### src/rtl/rcpfa_serial_adder.sv
// Digit-serial adder/subtractor: one DIGIT-bit slice reused over WIDTH/DIGIT cycles.
// Operands in and results out over valid/ready handshakes.
module rcpfa_serial_adder #(
  parameter int WIDTH = 8,
  parameter int DIGIT = 2
) (
  input  logic             clk,
  input  logic             rst_n,
  input  logic             in_valid,
  output logic             in_ready,
  input  logic [WIDTH-1:0] A,
  input  logic [WIDTH-1:0] B,
  input  logic             Cin,
  input  logic             Sub,
  output logic             out_valid,
  input  logic             out_ready,
  output logic [WIDTH-1:0] Sum,
  output logic             Cout,
  output logic             Ovf
);

  localparam int N  = WIDTH / DIGIT;
  localparam int CW = (N > 1) ? $clog2(N) : 1;
  localparam logic [CW-1:0] LAST = CW'(N - 1);

  localparam logic [1:0] S_IDLE = 2'd0;
  localparam logic [1:0] S_RUN  = 2'd1;
  localparam logic [1:0] S_DONE = 2'd2;

  generate
    if (WIDTH < 2 || DIGIT < 1 || (WIDTH % DIGIT) != 0) begin : g_bad_cfg
      $error("rcpfa_serial_adder: bad WIDTH/DIGIT");
    end
  endgenerate

  logic [1:0]       r_state;
  logic [CW-1:0]    r_cnt;
  logic [WIDTH-1:0] r_a;
  logic [WIDTH-1:0] r_b;
  logic [WIDTH-1:0] r_acc;
  logic             r_carry;
  logic [WIDTH-1:0] r_sum;
  logic             r_cout;
  logic             r_ovf;

  logic [DIGIT:0]   w_slice;
  logic [WIDTH-1:0] w_dig;
  logic [WIDTH-1:0] w_acc_nx;
  logic             w_cmsb;
  logic             w_last;

  assign w_slice = {1'b0, r_a[DIGIT-1:0]}
                 + {1'b0, r_b[DIGIT-1:0]}
                 + {{DIGIT{1'b0}}, r_carry};

  // carry into the slice's top bit, recovered from its sum bit
  assign w_cmsb = w_slice[DIGIT-1]
                ^ r_a[DIGIT-1]
                ^ r_b[DIGIT-1];

  assign w_dig    = WIDTH'(w_slice[DIGIT-1:0]);
  assign w_acc_nx = (r_acc >> DIGIT)
                  | (w_dig << (WIDTH - DIGIT));
  assign w_last   = (r_cnt == LAST);

  always_ff @(posedge clk or negedge rst_n) begin
    if (!rst_n) begin
      r_state <= S_IDLE;
      r_cnt   <= '0;
      r_a     <= '0;
      r_b     <= '0;
      r_acc   <= '0;
      r_carry <= 1'b0;
      r_sum   <= '0;
      r_cout  <= 1'b0;
      r_ovf   <= 1'b0;
    end else begin
      unique case (r_state)
        S_IDLE: begin
          if (in_valid) begin
            r_a     <= A;
            r_b     <= Sub ? ~B : B;
            r_carry <= Sub ? ~Cin : Cin;
            r_cnt   <= '0;
            r_state <= S_RUN;
          end
        end
        S_RUN: begin
          r_a     <= r_a >> DIGIT;
          r_b     <= r_b >> DIGIT;
          r_acc   <= w_acc_nx;
          r_carry <= w_slice[DIGIT];
          if (w_last) begin
            r_sum   <= w_acc_nx;
            r_cout  <= w_slice[DIGIT];
            r_ovf   <= w_cmsb ^ w_slice[DIGIT];
            r_state <= S_DONE;
          end else begin
            r_cnt <= r_cnt + 1'b1;
          end
        end
        S_DONE: begin
          if (out_ready) begin
            r_state <= S_IDLE;
          end
        end
        default: r_state <= S_IDLE;
      endcase
    end
  end

  assign in_ready  = (r_state == S_IDLE);
  assign out_valid = (r_state == S_DONE);
  assign Sum       = r_sum;
  assign Cout      = r_cout;
  assign Ovf       = r_ovf;

endmodule

### config.mk
export PLATFORM = sky130hd
export DESIGN_NAME = rcpfa_serial_adder
export DESIGN_NICKNAME = d
export VERILOG_FILES = /design/src/rtl/rcpfa_serial_adder.sv
export SDC_FILE = /design/constraint.sdc
export NUM_CORES = 1
export LEC_CHECK = 0
export ABC_AREA = 1
export BUFFER_PORTS_ARGS = -buffer_cell sky130_fd_sc_hd__buf_4
export CAP_MARGIN = 20
export CORE_UTILIZATION = 49
export CTS_CLUSTER_DIAMETER = 30
export DETAILED_ROUTE_END_ITERATION = 8
export PLACE_DENSITY = 0.82
export SYNTH_ARGS = -nofsm -noshare
export SYNTH_HDL_FRONTEND = slang
export SYNTH_SLANG_ARGS = --single-unit
### constraint.sdc
create_clock -name clk -period 2.5 [get_ports clk]
set_input_delay 0.5 -clock clk [delete_from_list [all_inputs] [get_ports clk]]
set_output_delay 0.5 -clock clk [all_outputs]
set_load 0.01 [all_outputs]
# Yosys cells after proc, flatten, opt, wreduce, memory -nomap -nowiden
# Cells that the tools add are included.
# word_totals
ff_bits	39
latch_bits	0
mem_bits_rw	0
romBits	0
input_bits	22
out_inout_bits	12
wordCells	46
mem_count	0
# op_classes
n_addsub	3
mul	0
div	0
order_cmp	0
n_eq_ne	7
shifts	0
mux	15
bitwise	6
n_reduce_logical	6
# ops
operator	count
$pmux 8 s2	2
$mux 8	3
$mux 2	5
$not 8->8	1
$or 6x8->8	1
$ne 2x2->1 const B	3
$pmux 2 s3	1
$reduce_and 3->1	2
$eq 2x2->1 const B	2
$pmux 2 s2	1
$reduce_and 2->1	2
$add 2x2->3	1
$add 3x1->3	1
$xor 1x1->1	3
$add 2x1->2 const B	1
$eq 2x1->1 const B	1
$logic_not 2->1	1
$mux 1	2
$ne 2x1->1 const B	1
$pmux 1 s2	1
$reduce_bool 2->1	1
$not 1->1	1

# Depth between registers and ports, before layout
# Gate-level depths: netlist of run 1.
# depth
depth_word	5
depth_mapped	9
depth_no_buf	9

# Worst setup path before layout of run 1
# No wires, ideal clock.
# synth_path
kind	register to register
start	register r_a[0]
end	register r_ovf, in the netlist Ovf
setup_time_ps	117
t_arrival_ps	1629
required_ps	2383
setup_slack_ps	754
path_stages_with_launch	10
path_buffers	0
synth_period_minus_slack_ps	1746
cell_sequence	dfrtp_1 inv_1 fa_1 fa_1 inv_1 nand2_1 nand2_1 nand2_1 nand3_1 nand2_1
# synth_between
elab_chain_len	5
# synth_lines
element	line	source
from (decl)	38	logic [WIDTH-1:0] r_a;
from (signal assigned)	89	r_a <= r_a >> DIGIT;
$add 2x2->3 (*)	53	+ {1'b0, r_b[DIGIT-1:0]}
$add 3x1->3 (*)	54	+ {{DIGIT{1'b0}}, r_carry};
$xor 1x1->1	58	^ r_a[DIGIT-1]
$xor 1x1->1	59	^ r_b[DIGIT-1];
$xor 1x1->1 (*)	96	r_ovf <= w_cmsb ^ w_slice[DIGIT];
to (signal assigned)	96	
to (decl)	44	logic r_ovf;
# Mark *: on every way between the ends. The rest lies on a longest branch, timed or not.
# A chain may end at the register's enable or synchronous reset.

# Final worst setup path of run 1
# Same ends and word-level chain as after synthesis.

==> results of run 1 <==
==> critical path, stage by stage, from the launching register on <==
cell     delay (ns)
dfrtp_1        0.37
inv_1          0.06
fa_1           0.43
fa_1           0.59
inv_1          0.09
nand2_1        0.06
nand2_1        0.05
nand2_1        0.05
nand3_1        0.06
nand2_1        0.06
==> cells by family after synthesis <==
logic type / Yosys count / synth area share (%)
AND/OR/NAND/NOR: 104 / 24.3
flip-flops: 37 / 52.3
AO/OA/AOI/OAI: 28 / 9.54
buffers and inverters: 27 / 6.93
XOR/XNOR: 8 / 3.96
adder cells (fa/ha/maj): 3 / 2.97
==> placed cells by master (no fill, tap or decap) <==
| cell | count |
|---|---|
| inv_1 | 17 |
| clkbuf_1 | 1 |
| dfrtp_1 | 37 |
| o31ai_1 | 1 |
| nor2_8 | 1 |
| ha_1 | 1 |
| inv_2 | 3 |
| o21ai_0 | 18 |
| nand3_1 | 9 |
| buf_4 | 34 |
| nor2_1 | 3 |
| fa_1 | 2 |
| o21ai_2 | 7 |
| xor2_1 | 7 |
| nand2_1 | 88 |
| or2_2 | 1 |
| xnor2_1 | 1 |
| o21ai_1 | 2 |
| nand2_4 | 1 |
| clkbuf_4 | 5 |
| clkbuf_8 | 1 |
| clkinv_1 | 2 |
| nand2_2 | 1 |
==> per-layer routing <==
metal	GRT usage (%)	up-vias
met5	0	-
met2	32.0	34
met4	6.98	0
met3	6.07	6
met1	21.5	619
li1	-	712
==> flip-flops by register name, summed over array words and instances, names as in the netlist <==
name,count
Cout,1
Ovf,1
Sum,8
r_a,8
r_acc,6
r_b,8
r_carry,1
r_cnt,2
r_state,2
==> path summary, 6_finish.rpt <==
kind	start	to	slack [ns]	cells past startpoint
max in group asynchronous	rst_n	r_b[7]	2.07	1
max reg2reg	r_a[0]	Ovf	0.63	9
min	rst_n	r_acc[5]	0.1	1
min in group clk	out_ready	r_state[1]	0.33	2
max	r_a[0]	Ovf	0.63	9
min reg2reg	Sum[1]	Sum[1]	0.49	2
==> stage by stage <==
stage	std cells	setup WS (ns)	instance area (um^2)	hold WS (ns)
after floorplan	207	0.754	1770	0.204
after global placement	282	0.715	2040	0.463
after detailed placement	282	0.651	2040	0.466
after CTS	289	0.631	2100	0.103
after global routing	289	0.533	2100	0.114
final	289	0.628	2100	0.0974
==> where the power goes <==
group,total [uW],switching [uW],internal (uW)
clock network,319,187,133
registers,1020,155,861
logic,1200,733,467
total,2540,1070,1460
==> layout make-up <==
cell class,count,area (um^2),area share [%]
tap,46,57.6,2.74
multi-input combinational,143,722,34.4
inverter,22,82.6,3.94
sequential,37,926,44.1
clock buffer,7,55.1,2.62
timing repair buffer,34,255,12.2
==> impl_metrics.toml, run 1 <==
[synth]
netlist.top_cell.by_area = "dfrtp_1"
avgSynthCellArea_um2 = 8.55
ys_async_sr_fraction_pct = 100
yosysWarnings = 0
ys_seq_area_share_pct = 52.3
synth.area.top_cells = "dfrtp_1, nand2_1, o21ai_0, inv_1, o21ai_2"
yosys.cell_types.count = 22
ys.flop_type = "dfrtp_1"
synth_area_mm2 = 0.00177
yosys.area.top_type_share_pct = 52.3
synth.most_common_cell = "nand2_1"
synth_common_cells = "nand2_1, dfrtp_1, o21ai_0, inv_1, nand3_1"
synth_edf_count = 0
syn_inst = 207
synth_seq_cells = 37
synth_nets = 232

[clocking]
clk_path_buf_depth = 2
htreeDepth = 2
post_cts_buffers = 0
numClockSinks = 37
cts_tree = "done"
clock_latency_ns = 0.34
clkTransAtPathRegs_ns = 0.10
cts_buffers = 5
cts.repair.resized = 0
cts_root_buf = "clkbuf_4"
cts-hold-fix-buffers = 0

[power]
power_uw = 2540
leakage_uw = 0.00110
vdd_drop_max_mv = 0.532
p_per_area_mw_per_mm2 = 1210

[global_routing]
grtUsageTotal_pct = 18.6
grt_antenna_before_repair = 0
grt_pass1_vias = 1326
grt_overflow = 0
grt_pass1_wl_um = 5530
grt_start_max_net_pins = 38

[floorplan]
dieArea_mm2 = 0.00386
rows = 21
initial_core_util_pct = 52.2
die_y_um = 62.1
die_w_um = 62.1
coreArea_mm2 = 0.00339
io_pins = 34

[sta]
maxSlewHeadroom_pct = 69.1
period_share_pct = 74.9
clock.fmax_mhz = 534
worstMarginPinSlew_ns = 0.464
fin_crit_ns = 1.87
setup_tns_ns = 0
rsz0062_at_grt = "no"
slew_violations = 0
hold_viol = 0
clock_skew_ns = 0.00471
setup_viol = 0

[worst_setup_path]
critPathLaunchType = "register"
cp.required_ns = 2.79
arrival_ns = 2.16
crit_path_end_kind = "register"
crit_type = "reg2reg"
worstPathMaxFanout = 5

[place]
dpl.hpwl_um = 2230
io_buffers = 33
gp_congestion = 0.775

[layout]
syn_to_final_growth_pct = 18.5
fillers = 305
drive_gt1_share_pct = 22.2
utilization_pct = 61.9
diodes = 0
layout.nets = 268

[drt]
ant_nets = 0
vias = 1371
met1_length_um = 1430
drt_iter0_drc = 100
wl_met3_um = 147
vias_per_cell = 4.74
drt-total-wl_um = 3110
dr.pass1.iters = 4
top_layer_used = "met4"
drcViolationCount = 0
wl_met2_um = 1480
routedWlPerCell_um = 10.8

[status]
outcome = "completed"

[job]
drv_cap = 0

[hold_path]
hp-class = "in2async"
Note: power is estimated with default switching activity, not from simulation.
==> run 2: changes to the inputs <==
Settings changed: PLACE_DENSITY 0.82 to 0.85.
Clock period 2.5 ns to 1.64 ns, I/O delays scaled along.
==> run 2 against run 1 <==
Against the previous run:
- the run now ends with setup timing left
- critical path depth is 1 lower
- global-route usage shrank 0.095 points
- hold slack better by 0.051 ns
- fmax is 6.9% higher
- sequential share of layout area down 1.1 points
- non-clock buffer count increased by 7
- final cell count grew 2.1%
- wire length shrank 1.9%
- clock-buffer cell count is 2 lower
- critical path type unchanged
- critical endpoint unchanged
==> impl_metrics.toml, run 2 (synthesis results as in run 1) <==
[sta]
worstMarginPinSlew_ns = 0.457
clock_skew_ns = 0.0104
layout_setup_ws_ns = -0.110
hold_viol = 0
setup_viol = 3
worst_hold_slack_ns = 0.148
period_share_pct = 107
slew_violations = 0
rsz0062_at_grt = "yes"
clock.fmax_mhz = 571
fin_crit_ns = 1.75
maxSlewHeadroom_pct = 69.5

[worst_setup_path]
cp_slowest_cell = "fa_2"
path_cells = "inv_2, fa_2, fa_2, nand2_1, nand2_1, nand2_1, nand3_1, nand2_1"
critPathLaunchType = "register"
cp_num_buf_inv = 1
r2r_end = "Ovf"
critPathTopFamily = "adder cells"
startpoint = "r_carry"
r2r_cells = 8
crit_type = "reg2reg"
cp.required_ns = 1.89
regToRegStartpoint = "r_carry"
rrSetupSlack_ns = -0.11
crit_path_frequent_cell = "nand2_1"
crit_path_max_incr_delay_ns = 0.58
worstPathMaxFanout = 4
crit_path_end_kind = "register"
arrival_ns = 2.00

[hold_path]
min_path_cells = 2
min_from = "out_ready"
min_to = "r_state[1]"
hp-class = "in2reg"

[layout]
multi_input_area_um2 = 732
mostFrequentLayoutCells = "nand2_1, buf_4, dfrtp_1"
layout.nets = 275
diodes = 0
final_area_mm2 = 0.00215
drive_gt1_share_pct = 26.9
layout_commonest_cell = "nand2_1"
utilization_pct = 63.5
fillers = 302
syn_to_final_growth_pct = 21.5
regArea_um2 = 926

[place]
dpl.hpwl_um = 2210
dp_slack_ns = -0.122
gp_congestion = 0.744
io_buffers = 33
dpl-instance-area_mm2 = 0.00208

[power]
p_comb_share_pct = 50.5
power.switching_uw = 1670
internal-power_uw = 2330
switching_share_pct = 41.9
leakage_uw = 0.00113
vdd_drop_max_mv = 0.997
p_seq_share_pct = 38.8
p_per_area_mw_per_mm2 = 1860
clockPowerShare_pct = 10.7

[floorplan]
die_y_um = 62.1
io_pins = 34
coreArea_mm2 = 0.00339
die_w_um = 62.1
rows = 21
dieArea_mm2 = 0.00386
initial_core_util_pct = 52.2

[drt]
dr.pass1.iters = 4
drt_iter0_drc = 47
ant_nets = 0
drcViolationCount = 0
vias_per_cell = 4.73
vias = 1395
drt-total-wl_um = 3060
routedWlPerCell_um = 10.4

[global_routing]
grt_antenna_before_repair = 0
grt_start_max_net_pins = 38
grt_pass1_wl_um = 5460
grt_pass1_vias = 1276
grt_overflow = 0
grtUsageTotal_pct = 18.5

[clocking]
clkTransAtPathRegs_ns = 0.10
clk_path_buf_depth = 2
htreeDepth = 2
cts_root_buf = "clkbuf_4"
cts_buffers = 5
clock_latency_ns = 0.35
cts_tree = "done"
numClockSinks = 37

[status]
outcome = "complete, but fails checks"
violations = "setup timing"

[job]
drv_cap = 0
[run 2: cell count changes in the layout (fill, tap and decap cells not counted)]
cell | before | now
inv_2 | 3 | 6
inv_1 | 17 | 14
fa_2 | 0 | 2
clkinv_2 | 0 | 1
clkbuf_8 | 1 | 0
o21ai_0 | 18 | 17
fa_1 | 2 | 0
dlygate4sd3_1 | 0 | 1
o21ai_1 | 2 | 3
buf_4 | 34 | 40
nand2_2 | 1 | 3
clkbuf_1 | 1 | 0
nand2_1 | 88 | 86
[run 2: area by class of cell]
class	instances	area share [%]
clock inverters	1	0.233
well taps	46	2.68
inverters	22	3.84
repair buffers	41	14.4
multi-input cells	143	34.0
clock buffers	5	1.75
flip-flops and latches	37	43.0
[run 2: per-stage QoR]
step | setup TNS, ns | power, uW | instances
after floorplan | -0.0858 | 2910 | 207
after global placement | -0.103 | 3450 | 287
after detailed placement | -0.174 | 3540 | 287
after CTS | -0.0980 | 3990 | 294
after global routing | -0.336 | 4400 | 295
final | -0.139 | 4000 | 295
[run 2: worst register-to-register path: stages, from the launching register on]
cell     delay (ns)
dfrtp_1        0.36
inv_2          0.04
fa_2           0.38
fa_2           0.59
nand2_1        0.06
nand2_1        0.06
nand2_1        0.04
nand3_1        0.07
nand2_1        0.05
[run 2: power by group through the flow]
stage	logic, uW	clock network (uW)	registers, uW
2_1_floorplan	1340	0	1570
3_3_place_gp	1900	0	1550
3_5_place_dp	1970	0	1570
4_1_cts	1990	446	1550
5_1_grt	2320	481	1600
6_report	2020	427	1550
[run 2: repair_timing]
action / CTS / global route
gates resized for setup: 1 / 5
endpoints found under the setup margin: 4 / 4
hold endpoints to repair: 37 / 0
pin swaps: 1 / 5
setup buffers: 0 / 1
hold buffers: 1 / 0
[run 2: worst max path at each step]
stage / end / slack [ns] / depth (start not counted)
3_5_place_dp: Ovf / -0.12 / 9
2_1_floorplan: Ovf / -0.09 / 9
3_3_place_gp: Ovf / -0.08 / 9
5_1_grt: Ovf / -0.20 / 9
4_1_cts: Ovf / -0.1 / 9
6_report: Ovf / -0.11 / 8
[run 2: layer usage]
layer	vias to the layer above	part of all wire [%]	global-route usage (%)
li1	729	-	-
met1	628	44	21.6
met2	33	50	31.2
met3	5	4.5	6.07
met4	0	1.7	7.85
met5	-	0	0
==> run 3: changes to the inputs <==
Settings changed: REMOVE_ABC_BUFFERS set to 1.
==> run 3 against run 2 <==
Against the previous run:
- largest cell class unchanged
- clock-buffer cell count up 2
- the flow still finishes with violations (setup timing)
- register-to-register slack about the same
- via count up 1.2%
- first-iteration DRC count up 85%
- critical path depth up 1
- sequential share of layout area down 0.81 points
- core utilization up 1.2 points
- sequential power about the same
- combinational power up 7%
==> impl_metrics.toml, run 3 (synthesis results as in run 1) <==
[status]
outcome = "complete, but fails checks"
violations = "setup timing"

[worst_setup_path]
path_cells = "inv_2, fa_2, fa_2, inv_2, nand2_1, nand2_1, nand2_1, nand3_1, nand2_1"
cp.required_ns = 1.92
critPathTopFamily = "adder cells"
cp_slowest_cell = "fa_2"
crit_path_frequent_cell = "nand2_1"
critPathLaunchType = "register"
crit_type = "reg2reg"
worstPathMaxFanout = 4
crit_path_max_incr_delay_ns = 0.57
crit_path_end_kind = "register"
arrival_ns = 2.04
cp_num_buf_inv = 2

[sta]
setup_viol = 3
fin_crit_ns = 1.76
rsz0062_at_grt = "yes"
slew_violations = 0
setup_tns_ns = -0.317
clock_skew_ns = 0.0113
maxSlewHeadroom_pct = 69.1
period_share_pct = 107
clock.fmax_mhz = 568
worstMarginPinSlew_ns = 0.463
layout_setup_ws_ns = -0.122
hold_viol = 0

[place]
dp_slack_ns = -0.188
io_buffers = 33
gp_congestion = 0.772
dpl.hpwl_um = 2290

[clocking]
htreeDepth = 2
clkTransAtPathRegs_ns = 0.11
clock_latency_ns = 0.33
cts_root_buf = "clkbuf_4"
cts_tree = "done"
clk_path_buf_depth = 2
numClockSinks = 37
cts_buffers = 5

[layout]
mostFrequentLayoutCells = "nand2_1, buf_4, dfrtp_1"
regArea_um2 = 926
diodes = 0
syn_to_final_growth_pct = 23.8
layout.nets = 279
fillers = 294
layout_commonest_cell = "nand2_1"
drive_gt1_share_pct = 27.2
multi_input_area_um2 = 727

[drt]
dr.pass1.iters = 4
vias = 1412
drt-total-wl_um = 3270
vias_per_cell = 4.71
drt_iter0_drc = 87
ant_nets = 0
routedWlPerCell_um = 10.9
drcViolationCount = 0

[power]
vdd_drop_max_mv = 0.835
p_per_area_mw_per_mm2 = 1910
leakage_uw = 0.00116

[floorplan]
initial_core_util_pct = 52.2
die_w_um = 62.1
coreArea_mm2 = 0.00339
io_pins = 34
die_y_um = 62.1
rows = 21
dieArea_mm2 = 0.00386

[global_routing]
grt_pass1_wl_um = 5790
grtUsageTotal_pct = 19.5
grt_overflow = 0
grt_antenna_before_repair = 0
grt_start_max_net_pins = 38
grt_pass1_vias = 1333

[hold_path]
hp-class = "in2reg"

[job]
drv_cap = 0
run 3: cell types whose count changed in the layout (fill, tap and decap cells not counted):
cell / previous run / this run
nand2_1: 86 / 88
nand2_2: 3 / 1
clkbuf_1: 0 / 1
buf_6: 0 / 1
buf_4: 40 / 43
clkinv_2: 1 / 0
clkbuf_8: 0 / 1
run 3: area by class of cell:
type | count | share of cell area (%)
Clock buffer | 7 | 2.51
Inverter | 22 | 3.77
Sequential cell | 37 | 42.2
Multi-Input combinational cell | 143 | 33.2
Tap cell | 46 | 2.63
Timing Repair Buffer | 45 | 15.7
run 3: worst paths after layout:
check,start,to,slack [ns],cells past startpoint
worst min register to register,r_acc[3],Sum[1],0.49,2
worst max-delay path,r_a[0],Ovf,-0.12,9
max in group asynchronous,rst_n,r_cnt[0],0.82,2
worst max register to register,r_a[0],Ovf,-0.12,9
min in group asynchronous,rst_n,r_state[1],0.48,2
worst min-delay path,out_ready,r_state[1],0.16,2
run 3: through the flow:
| step | utilization, % | cell area [um^2] | total power [uW] | instances | hold slack, ns |
|---|---|---|---|---|---|
| global route | 64.7 | 2190 | 4610 | 300 | 0.143 |
| finish | 64.7 | 2190 | 4200 | 300 | 0.162 |
| CTS | 64.5 | 2180 | 4210 | 299 | 0.147 |
| detailed placement | 61.8 | 2100 | 3600 | 289 | 0.316 |
| floorplan | - | 1730 | 2820 | 202 | 0.0324 |
| global placement | 61.8 | 2100 | 3510 | 289 | 0.312 |
run 3: report_power, final:
part | switching, uW | leakage, uW | total [uW] | internal [uW]
registers | 243 | 0.000472 | 1560 | 1310
logic | 1190 | 0.000653 | 2160 | 970
clock network | 280 | 0.0000314 | 482 | 203
total | 1710 | 0.00116 | 4200 | 2490
run 3: what timing repair did:
item,4_1_cts,5_1_grt
setup endpoints to repair,4,4
resized for setup,5,2
hold endpoints to repair,37,0
hold buffers,1,0
pin swaps,4,2
setup buffers,2,1
run 3: routing by layer:
| layer | part of all wire, % | track usage, % |
|---|---|---|
| met1 | 46 | 22.9 |
| met2 | 49 | 33.8 |
| met3 | 3.7 | 5.70 |
| met4 | 1.3 | 6.98 |
| met5 | 0 | 0 |
